<file path="src/rtl/fp32_pkg.sv">
// Shared float32 field definitions and converter FSM states.
package fp32_pkg;

  localparam int FP32_EXP_W = 8;
  localparam int FP32_MAN_W = 23;
  localparam int FP32_BIAS  = 127;

  typedef struct packed {
    logic                  sign;
    logic [FP32_EXP_W-1:0] exponent;
    logic [FP32_MAN_W-1:0] mantissa;
  } fp32_t;

  typedef enum logic [1:0] {
    IDLE,
    NORM,
    DONE
  } state_t;

endpackage

</file>
<file path="src/rtl/fp32_field_packer.sv">
// Packs sign, biased exponent and the bits below the leading one of a
// normalised magnitude into a float32 word.
module fp32_field_packer
  import fp32_pkg::*;
#(
  parameter int IN_WIDTH = 16
) (
  input  logic                  sign,
  input  logic [FP32_EXP_W-1:0] exp_in,
  input  logic [IN_WIDTH-2:0]   mag_frac,
  output logic [31:0]           word
);

  fp32_t fields;

  always_comb begin
    fields.sign     = sign;
    fields.exponent = exp_in;
    // Left-align below the hidden bit; the shift zero-pads on the right.
    fields.mantissa = FP32_MAN_W'(mag_frac) << (FP32_MAN_W + 1 - IN_WIDTH);
    word            = fields;
  end

endmodule

</file>
<file path="src/rtl/fixed_to_float_converter.sv">
// Signed fixed-point to float32 converter; normalises by one left shift per
// cycle, with valid/ready on both sides and one sample in flight.
module fixed_to_float_converter
  import fp32_pkg::*;
#(
  parameter int IN_WIDTH  = 16,
  parameter int FRAC_BITS = 8
) (
  input  logic                clk,
  input  logic                rst,
  input  logic [IN_WIDTH-1:0] in_data,
  input  logic                in_valid,
  output logic                in_ready,
  output logic [31:0]         out_data,
  output logic                out_valid,
  input  logic                out_ready
);

  if (IN_WIDTH < 2 || IN_WIDTH > 24) begin : g_bad_in_width
    $error("IN_WIDTH must be in 2..24");
  end
  if (FRAC_BITS < 0 || FRAC_BITS > 126) begin : g_bad_frac_bits
    $error("FRAC_BITS must be in 0..126");
  end

  localparam logic [FP32_EXP_W-1:0] EXP_INIT =
    FP32_EXP_W'(FP32_BIAS + IN_WIDTH - 1 - FRAC_BITS);

  state_t                state_q, state_d;
  logic [IN_WIDTH-1:0]   mag_q, mag_d;
  logic [FP32_EXP_W-1:0] exp_q, exp_d;
  logic                  sign_q, sign_d;
  logic [31:0]           out_data_q, out_data_d;
  logic [31:0]           packed_word;

  fp32_field_packer #(
    .IN_WIDTH(IN_WIDTH)
  ) u_packer (
    .sign     (sign_q),
    .exp_in   (exp_q),
    .mag_frac (mag_q[IN_WIDTH-2:0]),
    .word     (packed_word)
  );

  always_ff @(posedge clk) begin
    if (rst) begin
      state_q <= IDLE;
    end else begin
      state_q <= state_d;
    end
  end

  always_ff @(posedge clk) begin
    if (rst) begin
      mag_q      <= '0;
      exp_q      <= '0;
      sign_q     <= 1'b0;
      out_data_q <= '0;
    end else begin
      mag_q      <= mag_d;
      exp_q      <= exp_d;
      sign_q     <= sign_d;
      out_data_q <= out_data_d;
    end
  end

  always_comb begin
    state_d    = state_q;
    mag_d      = mag_q;
    exp_d      = exp_q;
    sign_d     = sign_q;
    out_data_d = out_data_q;
    case (state_q)
      IDLE: begin
        if (in_valid) begin
          sign_d  = in_data[IN_WIDTH-1];
          mag_d   = in_data[IN_WIDTH-1] ? (~in_data + IN_WIDTH'(1)) : in_data;
          exp_d   = EXP_INIT;
          state_d = NORM;
        end
      end
      NORM: begin
        // A zero sample spends one cycle here so its latency matches lz=0.
        if (mag_q == '0) begin
          out_data_d = '0;
          state_d    = DONE;
        end else if (mag_q[IN_WIDTH-1]) begin
          out_data_d = packed_word;
          state_d    = DONE;
        end else begin
          mag_d = mag_q << 1;
          exp_d = exp_q - FP32_EXP_W'(1);
        end
      end
      DONE: begin
        if (out_ready) begin
          state_d = IDLE;
        end
      end
      default: state_d = IDLE;
    endcase
  end

  always_comb begin
    in_ready  = (state_q == IDLE) && !rst;
    out_valid = (state_q == DONE);
    out_data  = out_data_q;
  end

endmodule
</file>
<file path="config.mk">
export PLATFORM = sky130hd
export DESIGN_NAME = fixed_to_float_converter
export DESIGN_NICKNAME = d
export VERILOG_FILES = /design/src/rtl/fp32_pkg.sv /design/src/rtl/fp32_field_packer.sv /design/src/rtl/fixed_to_float_converter.sv
export SDC_FILE = /design/constraint.sdc
export NUM_CORES = 1
export LEC_CHECK = 0
export ABC_AREA = 1
export CAP_MARGIN = 20
export CORE_MARGIN = 1.5
export CORE_UTILIZATION = 35
export CTS_BUF_LIST = sky130_fd_sc_hd__clkbuf_8
export DETAILED_ROUTE_END_ITERATION = 7
export PLACE_DENSITY_LB_ADDON = 0.08
export SETUP_SLACK_MARGIN = 0.15
export SLEW_MARGIN = 20
export SYNTH_ARGS = -nofsm -noshare
export SYNTH_HDL_FRONTEND = slang
export SYNTH_HIERARCHICAL = 1
export SYNTH_SLANG_ARGS = --single-unit
</file>
<file path="constraint.sdc">
create_clock -name clk -period 1.55 [get_ports clk]
set_input_delay 0.2325 -clock clk [delete_from_list [all_inputs] [get_ports clk]]
set_output_delay 0.2325 -clock clk [all_outputs]
set_load 0.005 [all_outputs]
</file>
Yosys cells after proc, flatten, opt, wreduce, memory -nomap -nowiden
Index checks and enable logic that the tools add are counted.

word-level totals
  logic and storage cells = 43
  register bits after elaboration = 59
  bits of input ports = 20
  output and inout bits = 34

operators by class
  add/sub/neg operators = 2
  eq/ne operators = 7
  mux-type cells = 16
  bitwise gates (word level) = 1
  reductions and logical operators = 11

operators by type and width
  kind                                                                     number
  16-bit 2-to-1 mux                                                        4
  32-bit 2-to-1 mux                                                        2
  16-bit one-hot mux with 2 select lines                                   1
  8-bit 2-to-1 mux                                                         3
  16-bit by 1-bit adder with 16-bit output, second input constant          1
  16-bit logical NOT                                                       1
  16-bit inverter                                                          1
  8-bit one-hot mux with 2 select lines                                    1
  2-bit 2-to-1 mux                                                         4
  8-bit by 1-bit subtractor with 8-bit output, second input constant       1
  2-bit inequality test, second input constant                             3
  2-bit one-hot mux with 3 select lines                                    1
  3-bit AND reduction                                                      2
  2-bit AND reduction                                                      2
  4-bit AND reduction                                                      1
  2-bit nonzero test                                                       2
  3-bit inequality test, second input constant                             1
  2-bit by 1-bit equality test with 1-bit output, second input constant    1
  2-bit equality test, second input constant                               1
  2-bit logical NOT                                                        1
  2-bit by 1-bit inequality test with 1-bit output, second input constant  1
  1-bit logical AND                                                        1
  1-bit logical NOT                                                        1

Longest topological paths before layout
  depth after elaboration = 5
  mapped depth = 10
  mapped depth without buffers = 10

By module
Netlist, hierarchy kept.

by module, submodules not included
  module                    seq. area each (µm²)  cells an instance  area an instance (µm²)  times used
  fixed_to_float_converter  1181.1                443                2917.8                  1
  fp32_field_packer         0.0                   33                 244.0                   1

Worst setup path before layout
No wires, ideal clock.

  kind = reg-to-reg
  from = register mag_q[15]
  to = register mag_q[11]
  cell stages (with the launch flop) = 10
  data required time = 1.433 ns
  library setup time = 0.117 ns
  period minus slack after synthesis = 1.298 ns
  arrival = 1.181 ns
  slack = 0.252 ns
  path buffers = 1
  path through = dfxtp_1 > nor2_1 > nand2_1 > nor2_1 > nand2_1 > nand3_2 > nand2_1 > buf_2 > o21ai_0 > nor2_1

on the way
  cells in the longest elaborated chain, start to end = 3
  elaborated cells on any way between the ends = 4
  those cells by class = eq/ne (2); reduce/logical (2)

ends and longest elaborated chain
  what                                    RTL line                        RTL
  start: declaration                      fixed_to_float_converter.sv:30  logic [IN_WIDTH-1:0] mag_q, mag_d;
  start signal: assignment                fixed_to_float_converter.sv:60  mag_q <= mag_d;
  16-bit logical NOT                      fixed_to_float_converter.sv:84  if (mag_q == '0) begin
  2-bit inequality test (no source line)  --
  4-bit AND reduction (no source line) *  --

Mark *: on every way between the ends. The rest lies on a longest branch, timed or not.
A chain may end at the register's enable or synchronous reset.

Worst setup path after layout
  from = register mag_q[7]
  to = register mag_q[8]

on the way
  cells in the longest elaborated chain, start to end = 3
  elaborated cells on any way between the ends = 6
  those cells by class = eq/ne (1); mux (3); reduce/logical (2)

ends and longest elaborated chain
  what                                                                                            RTL line
  16-bit logical NOT or 16-bit 2-to-1 mux (tied branches)                                         fixed_to_float_converter.sv:84, fixed_to_float_converter.sv:87
  2-bit inequality test (no source line) or 16-bit 2-to-1 mux (tied branches)                     --
  4-bit AND reduction (no source line) or 16-bit one-hot mux with 2 select lines (tied branches)  --

Several ways; a longest one is shown, not always the timed one. The select of a mux whose other input is x is not followed.

==> flow_metrics.env <==
export IMPL_hp_class="primary input to register"
export IMPL_maxCapViolations=0
export IMPL_grt_pass1_vias=2833
export IMPL_antenna_diode_count=0
export IMPL_critPathMaxStageDelay_ns=0.36
export IMPL_worstSkewPairLatency_ns=0.34
export IMPL_leakage_nw=2.02
export IMPL_drtAntennaViolNets=0
export IMPL_hp_start="rst"
export IMPL_tritoncts="done"
export IMPL_gr_total_overflow=0
export IMPL_total_power_mw=4.11
export IMPL_fin_worst_skew_ns=0.00616
export IMPL_gp_congestion=0.807
export IMPL_gr_usage_all_layers_pct=17.2
export IMPL_post_route_util_pct=50.1
export IMPL_power_density_nw_per_um2=942
export IMPL_numPortBuffers=53
export IMPL_cpMaxStageDelayCell="dfxtp_4"
export IMPL_cts_buffers=9
export IMPL_clkPwrFrac_pct=33.9
export IMPL_setup_viol=0
export IMPL_viasPerCell=4.67
export IMPL_clk_pin_slew_ns=0.06
export IMPL_fmax_mhz=728
export IMPL_vias=3093
export IMPL_status="finished clean"
export IMPL_grt_max_degree=34
export IMPL_hold_viol_final=0
export IMPL_clkSinkCount=59
export IMPL_ys_types=27
export IMPL_netSwitchingFraction_pct=29.9
export IMPL_vdd_ir_drop_max_uv=433
export IMPL_syn_area_per_cell_um2=6.64
export IMPL_worstPathRequired_ns=1.78
export IMPL_antenna_found_initial=0
export IMPL_finalCritPeriodShare_pct=88.6
export IMPL_die_h_um=98.0
export IMPL_drtPass1Iterations=4
export IMPL_cp_cell_sequence="nor2_4 -> nand2_1 -> nor2_1 -> nand2_2 -> nand3_2 -> nand2_2 -> buf_6 -> o21ai_0 -> nor2_1"
export IMPL_ys_warn_count=6
export IMPL_synth_ff_latch_count=59
export IMPL_cts_root_buf="clkbuf_8"
export IMPL_worstPathArrival_ns=1.60
export IMPL_cts_buffer_depth=2
export IMPL_wl_per_cell_um=13.0
export IMPL_place_area_um2=3860
export IMPL_place_inst=636
export IMPL_power_frac_comb_pct=25.3
export IMPL_drc_errors=0
export IMPL_cp_startpoint="mag_q[7]$_SDFFE_PP0P_"
export IMPL_end_kind="register"
export IMPL_yosysSeqAreaShare_pct=37.4
export IMPL_p_seq_share_pct=40.8
export IMPL_slew_viol_final=0
export IMPL_power_report_internal_total_mw=2.88
export IMPL_worstReg2RegStart="mag_q[7]$_SDFFE_PP0P_"
export IMPL_crit_fanout=9
export IMPL_ctsHoldBuffers=0
export IMPL_p_sw_mw=1.23
export IMPL_drive_above_1_share_pct=24.5
export IMPL_core_um2=8720
export IMPL_start_kind="register"
export IMPL_path_class="register to register"
export IMPL_netlist_area_um2=3160
export IMPL_die_x_um=98.0
export IMPL_syn_inst=476
export IMPL_first_iter_violations=176
export IMPL_fill_cells=874
export IMPL_dpl_hpwl_mm=5.59
export IMPL_final_nets=573
export IMPL_fin_cells=663
export IMPL_start_util_pct=36.3
export IMPL_wirelength_mm=8.59
export IMPL_grt_pass1_wl_mm=13.5
export IMPL_final_min_clock_period_ns=1.37
export IMPL_final_area_um2=4370
export IMPL_rsz0062_at_grt="true"
export IMPL_die_area_um2=9610
export IMPL_cts_max_level=3
export IMPL_syn_to_final_growth_pct=38.1
export IMPL_ios=54
export IMPL_fp_row_count=34
stage by stage:
stage / hold slack [ns] / setup WS, ns / setup TNS [ns]
floorplan: 0.392 / 0.252 / 0
global placement: 0.448 / -0.234 / -1.90
detailed placement: 0.452 / -0.249 / -2.10
CTS: 0.330 / 0.151 / 0
global route: 0.358 / 0.0832 / 0
finish: 0.347 / 0.177 / 0
flip-flops by register name, summed over array words and instances (netlist names):
register,cells
out_data,32
mag_q,16
exp_q,8
state_q,2
sign_q,1
cell type report:
| cell class | instances | area (um^2) | share of cell area, % |
|---|---|---|---|
| Clock buffer | 11 | 151 | 3.47 |
| Clock inverter | 4 | 42.5 | 0.974 |
| Inverter | 26 | 100 | 2.29 |
| Multi-Input combinational cell | 348 | 1720 | 39.4 |
| Sequential cell | 59 | 1200 | 27.6 |
| Tap cell | 108 | 135 | 3.10 |
| Timing Repair Buffer | 107 | 1010 | 23.2 |
logic make-up (layout without fill, tap and decap cells):
family                   after synthesis  after routing  share of synthesized area [%]
AO/OA/AOI/OAI                         79             79                           13.3
XOR/XNOR                               5              5                           1.38
adder cells (fa/ha/maj)                2              2                          0.791
buffers and inverters                 79            148                           14.2
flip-flops                            59             59                           37.4
other                                  1              8                          0.119
AND/OR/NAND/NOR                      251            254                           32.8
cell usage after synthesis:
library cell / instances / area, um^2
inv_2: 4 / 15.0
nor2_4: 2 / 22.5
a21oi_2: 5 / 43.8
nand2_2: 5 / 31.3
a21o_1: 1 / 7.51
nand3b_1: 2 / 15.0
nand3_2: 1 / 10.0
o21ai_1: 2 / 10.0
nand3_1: 30 / 150
conb_1: 1 / 3.75
inv_1: 22 / 82.6
nand4_1: 2 / 12.5
a21oi_1: 48 / 240
dfxtp_1: 59 / 1180
clkbuf_1: 6 / 22.5
o21ai_0: 22 / 110
buf_6: 2 / 22.5
ha_1: 2 / 25.0
nor2_1: 69 / 259
nand2_1: 136 / 510
buf_4: 33 / 248
or2_2: 1 / 6.26
nand2_4: 1 / 11.3
xor2_1: 5 / 43.8
buf_2: 12 / 60.1
o21bai_1: 1 / 7.51
nor3_1: 2 / 10.0
critical path: cells and delay by family (launching register included):
family	cells	cell delay (ns)
AO/OA/AOI/OAI	1	0.15
AND/OR/NAND/NOR	7	0.60
flip-flops	1	0.36
buffers and inverters	1	0.15
path summary, 6_finish.rpt:
check | slack (ns) | end | cells past startpoint
worst min register to register | 0.45 | out_data[1]$_SDFFE_PP0P_ | 2
worst max-delay path | 0.18 | mag_q[8]$_SDFFE_PP0P_ | 9
worst max register to register | 0.18 | mag_q[8]$_SDFFE_PP0P_ | 9
worst min-delay path | 0.35 | mag_q[0]$_SDFFE_PP0P_ | 3
what timing repair did:
| item | 4_1_cts | 5_1_grt |
|---|---|---|
| cloned | 2 | 4 |
| pin swaps | 4 | 22 |
| setup buffers | 2 | 4 |
| gates resized for setup | 58 | 53 |
| endpoints found under the setup margin | 57 | 60 |
power by group through the flow:
stage	combinational [mW]	sequential (mW)	clock (mW)
2_1_floorplan	0.628	1.70	0
3_3_place_gp	0.860	1.70	0
3_5_place_dp	0.862	1.70	0
4_1_cts	0.922	1.67	1.42
5_1_grt	1.16	1.69	1.50
6_report	1.04	1.68	1.39
layout by cell type, fill, tap and decap left out, types with 3 or more instances in the layout:
cell type        netlist  layout
nor2_1                69      58
nor2_4                 2       4
nand2_2                5      12
o21ai_1                2      10
nand3_2                1       4
o21ai_0               22      10
clkbuf_8               0      11
inv_2                  4       6
nor2_2                 0       9
nand3_1               30      27
nand2_1              136     127
clkdlybuf4s50_1        0      17
clkbuf_16              0       3
dfxtp_2                0       9
a21oi_2                5       7
dlymetal6s2s_1         0       3
o21ai_2                0       4
a21oi_1               48      46
nand2_4                1       5
inv_1                 22      21
xor2_1                 5       5
dfxtp_4                0       3
dfxtp_1               59      47
buf_4                 33      42
buf_12                 0       3
buf_6                  2       6
conb_1                 1       8
dlygate4sd2_1          0      32
metal layers:
| metal | vias to the layer above | part of all wire, % | global-route usage [%] |
|---|---|---|---|
| met3 | 13 | 4.9 | 4.01 |
| met1 | 1364 | 49 | 24.2 |
| met4 | 0 | 1.9 | 6.37 |
| li1 | 1634 | - | - |
| met5 | - | 0 | 0 |
| met2 | 82 | 44 | 25.7 |
Note: power is estimated with default switching activity, not from simulation.
==> edit 1 (same flow settings) <==
`out_data_q` no longer has a reset.
--- a/src/rtl/fixed_to_float_converter.sv
+++ b/src/rtl/fixed_to_float_converter.sv
@@ -57,3 +57,2 @@
       sign_q     <= 1'b0;
-      out_data_q <= '0;
     end else begin
@@ -62,4 +61,7 @@
       sign_q     <= sign_d;
-      out_data_q <= out_data_d;
     end
+  end
+
+  always_ff @(posedge clk) begin
+    out_data_q <= out_data_d;
   end
Behaviour: differs if rst is asserted again (counterexample within 4 cycles, from zero or initial values and one cycle with rst high); with rst held inactive, the same outputs for 10 cycles.
==> edit 1 against the original RTL <==
Sequential cell count is the same. Critical path type unchanged. Highest routed layer unchanged. Count of clock-buffer cells in the layout shrank 2. Largest cell class is now registers. Synthesized area grew 3.4%. Worst setup slack lost 90 ps. Critical endpoint is now mag_q[9]. Clock power shrank 5%. Wire length shrank 12%. Non-clock buffer count grew 3. Global-route usage shrank 1.3 points. First-iteration DRC count shrank 46%. Power grew 13%. Cell area grew 7.0%. Synthesized cell count shrank 11%. Largest power group unchanged.
==> edit 1: results (changes against the original RTL) <==
\begin{tabular}{lr}
\hline
Metric & Value \\
\hline
\multicolumn{2}{l}{\textbf{Finish}} \\
Flip-flop count of the largest register, all copies and words added & 32 (unchanged) \\
Total of fill cells in the finished design & 901 (+3.1\%) \\
Ratio of cells with drive above 1 in the final layout & 26.7\% (+2.2 points) \\
Antenna cell count & 0 (unchanged) \\
Layout net count & 527 (-8.0\%) \\
\multicolumn{2}{l}{\textbf{Route}} \\
Number of DRC violations after detailed routing & 0 (unchanged) \\
Highest routed layer & met4 \\
Total met3 wirelength after detailed routing & 259 um (-39\%) \\
Wire length the detailed router placed on met1 & 3550 um (-16\%) \\
Met2 wire length & 3570 um (-5.0\%) \\
Mean number of vias per cell & 4.42 (-5.2\%) \\
Average wire length per cell after detail routing & 12.1 um (-6.5\%) \\
First-pass DRT Iterations & 4 (unchanged) \\
Iter 0 DRT Violations & 95 (-46\%) \\
\multicolumn{2}{l}{\textbf{Global routing}} \\
Tot GR Track Use & 16.0\% (-1.3 points) \\
Vias in the first global route & 2573 (-9.2\%) \\
Initial antenna violation count & 0 (unchanged) \\
First-pass GRT wire length & 12300 um (-9.0\%) \\
Largest net degree at the start of global routing & 18 (-47\%) \\
\multicolumn{2}{l}{\textbf{Placed design}} \\
Port buffer count & 53 (unchanged) \\
Post-DP HPWL & 5050 um (-9.6\%) \\
GP Congestion & 0.790 (-2.1\%) \\
Worst Setup Slack post-DPL & -255 ps (-6.39 ps) \\
\multicolumn{2}{l}{\textbf{Clock tree}} \\
Clock-pin transition on the worst setup and hold timing paths & 70 ps \\
TritonCTS Buffers & 9 (unchanged) \\
Maximum clock path buffer count & 2 (unchanged) \\
H-Tree Level Count & 3 (unchanged) \\
CTS Root Buffer Type & clkbuf\_8 \\
Skew-Pair Late Insertion Delay & 340 ps (about the same) \\
\multicolumn{2}{l}{\textbf{Outcome}} \\
Result of the run & completed \\
\multicolumn{2}{l}{\textbf{Yosys}} \\
Asr flop ratio synth & 0\% (unchanged) \\
Ranking of synthesized cells by area & edfxtp\_1 29\%, dfxtp\_1 17\%, nor2\_1 9.5\% \\
Dominant register cell in the synthesized netlist & edfxtp\_1 \\
Sequential share of the synthesized area & 45.9\% (+8.6 points) \\
EDFF count, synth & 32 (+32) \\
Synth warn & 6 (unchanged) \\
Number of distinct standard cells referenced by the synthesized netlist & 34 (+26\%) \\
Commonest cells in the netlist & 83 x nor2\_1, 68 x nand2\_1, 58 x inv\_1, 32 x buf\_4, 32 x edfxtp\_1 \\
\multicolumn{2}{l}{\textbf{Power and ir drop}} \\
P\_leak & 2.12 nW (+4.9\%) \\
Worst supply voltage drop on vdd & 0.368 mV (-15\%) \\
\multicolumn{2}{l}{\textbf{Hold path}} \\
Worst Hold Class & primary input to flop \\
\multicolumn{2}{l}{\textbf{STA}} \\
Final clock skew & 7.13 ps (+0.969 ps) \\
\multicolumn{2}{l}{\textbf{Setup path}} \\
Critical path peak fanout & 7 (-2) \\
\hline
\end{tabular}
[edit 1: what timing repair did]
action / in CTS / in global routing
buffers inserted: 12 / 1
gates resized for setup: 58 / 45
endpoints found under the hold margin: 0 / 0
pin swaps: 3 / 10
setup endpoints to repair: 102 / 96
gates cloned: 5 / 2
[edit 1: area by class of cell]
cell class / instances / area [um2] / area share [%]
Clock buffer: 9 / 124 / 2.65
Clock inverter: 7 / 60.1 / 1.29
Inverter: 61 / 243 / 5.20
Multi-Input combinational cell: 264 / 1400 / 29.9
Sequential cell: 59 / 1520 / 32.4
Tap cell: 111 / 139 / 2.97
Timing Repair Buffer: 110 / 1190 / 25.5
[edit 1: stage by stage]
stage / cells / util, % / instance area [um2]
6_report: 621 / 51.0 / 4670
3_5_place_dp: 585 / 43.6 / 3990
4_1_cts: 618 / 48.8 / 4470
3_3_place_gp: 585 / 43.6 / 3990
5_1_grt: 621 / 51.0 / 4670
2_1_floorplan: 429 / - / 3310
[edit 1: worst max-delay path, stage by stage, from the launching register on]
cell and delay [ps]:
dfxtp_4 370, nor2_4 110, nand2_2 60, nor2_2 80, nand2_2 90, buf_6 140, nand2_8 70, nand2_8 90
clkbuf_16 180, o21ai_2 100, a21oi_1 50
[edit 1: worst paths after layout]
kind              slack [ps]  cells after the start        from       end
setup / recovery          90                     10   mag_q[15]  mag_q[9]
hold / removal           210                      3  in_data[0]  mag_q[0]
setup reg to reg          90                     10   mag_q[15]  mag_q[9]
hold reg to reg          490                      2    exp_q[7]  exp_q[7]
[edit 1: report_power, final]
part | switching, mW | internal (mW)
logic | 0.719 | 0.694
clock network | 0.602 | 0.721
registers | 0.100 | 1.82
[edit 1: cell families (layout without fill, tap and decap cells)]
group / Yosys count / count (layout) / synth area share [%]
AOI/OAI and AO/OA: 49 / 49 / 8.84
xor gates and xnor gates: 5 / 5 / 1.34
adders and majority gates: 2 / 2 / 0.765
buffers and inverters: 106 / 187 / 17.0
DFF: 59 / 59 / 45.9
other: 1 / 8 / 0.115
and+or+nand+nor: 200 / 200 / 26.0
[edit 1: per-layer routing]
metal  up-vias  track usage (%)
met3        10             3.02
met1      1224             20.3
met5         -                0
li1       1463                -
met2        50             26.5
met4         0             7.04
==> edit 2 (same settings) <==
Without the edit above. `IN_WIDTH` is set to 16 in 2 places; all go to 12.
--- a/src/rtl/fp32_field_packer.sv
+++ b/src/rtl/fp32_field_packer.sv
@@ -5,3 +5,3 @@
 #(
-  parameter int IN_WIDTH = 16
+  parameter int IN_WIDTH = 12
 ) (
--- a/src/rtl/fixed_to_float_converter.sv
+++ b/src/rtl/fixed_to_float_converter.sv
@@ -5,3 +5,3 @@
 #(
-  parameter int IN_WIDTH  = 16,
+  parameter int IN_WIDTH  = 12,
   parameter int FRAC_BITS = 8
Interface: changed (resized in_data); port bits go from 54 to 50. The function was not compared with the original's and may differ.
==> edit 2 against the original RTL <==
Power is 7.2% higher. Largest cell class unchanged. Wire length is 21% lower. Final cell count is 14% lower. Critical path depth is 8 lower. Sequential cell count is 4 lower. Sequential share of layout area is 2.8 points higher. Clock skew hardly changed. Clock power is 34% lower. Worst setup slack better by 15 ps. Synthesized area is 11% lower. Global-route usage is 1.2 points lower. Cell area is 13% lower. Sequential power is 6% higher.
==> edit 2: results (changes against the original RTL) <==
\begin{tabular}{lr}
\hline
Metric & Value \\
\hline
\multicolumn{2}{l}{\textbf{Clock tree}} \\
Skew-Pair Late Insertion Delay & 300 ps (-40 ps) \\
Clock-pin transition on the worst setup and hold timing paths & 100 ps (+40 ps) \\
\multicolumn{2}{l}{\textbf{Power and ir drop}} \\
Worst supply voltage drop on vdd & 0.520 mV (+20\%) \\
Net Sw Frac & 35.2\% (+5.3 points) \\
\multicolumn{2}{l}{\textbf{STA}} \\
Final clock skew & 6.35 ps (+0.192 ps) \\
Max Clock Freq & 0.736 GHz (+1.1\%) \\
\multicolumn{2}{l}{\textbf{Placed design}} \\
Number of placed cells counting well taps & 555 (-13\%) \\
Placement Cell Area & 3380 um2 (-12\%) \\
GP Congestion & 0.829 (+2.8\%) \\
\multicolumn{2}{l}{\textbf{Global routing}} \\
Tot GR Track Use & 16.1\% (-1.2 points) \\
First-pass GRT wire length & 11200 um (-17\%) \\
Vias in the first global route & 2432 (-14\%) \\
\multicolumn{2}{l}{\textbf{Route}} \\
Met2 wire length & 3100 um (-18\%) \\
Vias post-DR & 2528 (-18\%) \\
Iter 0 DRT Violations & 79 (-55\%) \\
\multicolumn{2}{l}{\textbf{Yosys}} \\
Commonest cells in the netlist & 127 x nand2\_1, 55 x dfxtp\_1, 47 x a21oi\_1, 44 x nor2\_1, 34 x buf\_4 \\
Ranking of synthesized cells by area & dfxtp\_1 39\%, nand2\_1 17\%, buf\_4 9.0\% \\
Synth Area in Compound Gates & 11.3\% (-2.0 points) \\
Number of distinct standard cells referenced by the synthesized netlist & 26 (-3.7\%) \\
Share of the synthesized netlist area taken by xor and xnor gates & 1.86\% (+0.47 points) \\
Fraction of the mapped netlist area in adder cells & 0.885\% (+0.093 points) \\
Avg Synthesized Cell Area & 6.83 um2 (+2.9\%) \\
\multicolumn{2}{l}{\textbf{Setup path}} \\
Critical path's top delay family & buffers and inverters \\
Launching point of the worst reg2reg path & mag\_q[11] \\
Critical path peak fanout & 2 (-7) \\
Signal arrival time at the worst endpoint & 1130 ps (-470 ps) \\
\multicolumn{2}{l}{\textbf{Finish}} \\
Total of fill cells in the finished design & 817 (-6.5\%) \\
Layout net count & 487 (-15\%) \\
Ratio of cells with drive above 1 in the final layout & 22.6\% (-1.9 points) \\
\multicolumn{2}{l}{\textbf{Outcome}} \\
Result of the run & completed \\
\multicolumn{2}{l}{\textbf{Hold path}} \\
Worst Hold Class & flop to flop \\
Worst min-delay path endpoint & out\_data[28] \\
\hline
\end{tabular}
edit 2: area by class of cell:
cell class / instances / area share [%]
Multi-Input combinational cell: 294 / 37.1
Clock inverter: 2 / 0.893
Timing Repair Buffer: 88 / 23.5
Clock buffer: 5 / 1.82
Tap cell: 102 / 3.38
Sequential cell: 55 / 30.4
Inverter: 25 / 2.88
edit 2: cell families (layout without fill, tap and decap cells):
group,Yosys count,after routing
xor+xnor,6,6
other cells,1,12
compound gates,63,63
fa+ha+maj,2,2
flops,55,55
buf+inv,76,120
simple gates,211,211
edit 2: stage by stage:
step / utilization, % / setup WS [ps] / total power [mW]
CTS: 45.0 / 54.0 / 4.23
detailed placement: 43.6 / -157 / 3.30
floorplan: - / 331 / 2.93
global placement: 43.6 / -138 / 3.29
global route: 48.7 / 98.2 / 4.72
finish: 48.7 / 191 / 4.41
edit 2: worst max-delay path by stage:
stage | from | to | slack (ps) | cells after the start
finish | out_data[13] | out_data[13] | 190 | 1
global route | mag_q[2] | out_data[31] | 100 | 9
CTS | state_q[0] | in_ready | 50 | 4
detailed placement | in_data[0] | mag_q[8] | -160 | 11
global placement | in_data[0] | mag_q[8] | -140 | 11
floorplan | state_q[1] | mag_q[9] | 330 | 12
edit 2: power groups by stage:
stage | clock, mW | combinational [mW] | sequential, mW
6_report | 0.918 | 1.71 | 1.78
5_1_grt | 1.01 | 1.90 | 1.81
4_1_cts | 0.957 | 1.53 | 1.74
3_5_place_dp | 0 | 1.53 | 1.77
3_3_place_gp | 0 | 1.52 | 1.77
2_1_floorplan | 0 | 1.19 | 1.74
edit 2: timing repair:
action	in CTS	in global routing
pin swaps	0	4
endpoints found under the hold margin	0	0
resized for setup	12	90
endpoints found under the setup margin	9	84
setup buffers	0	9
gates cloned	0	0
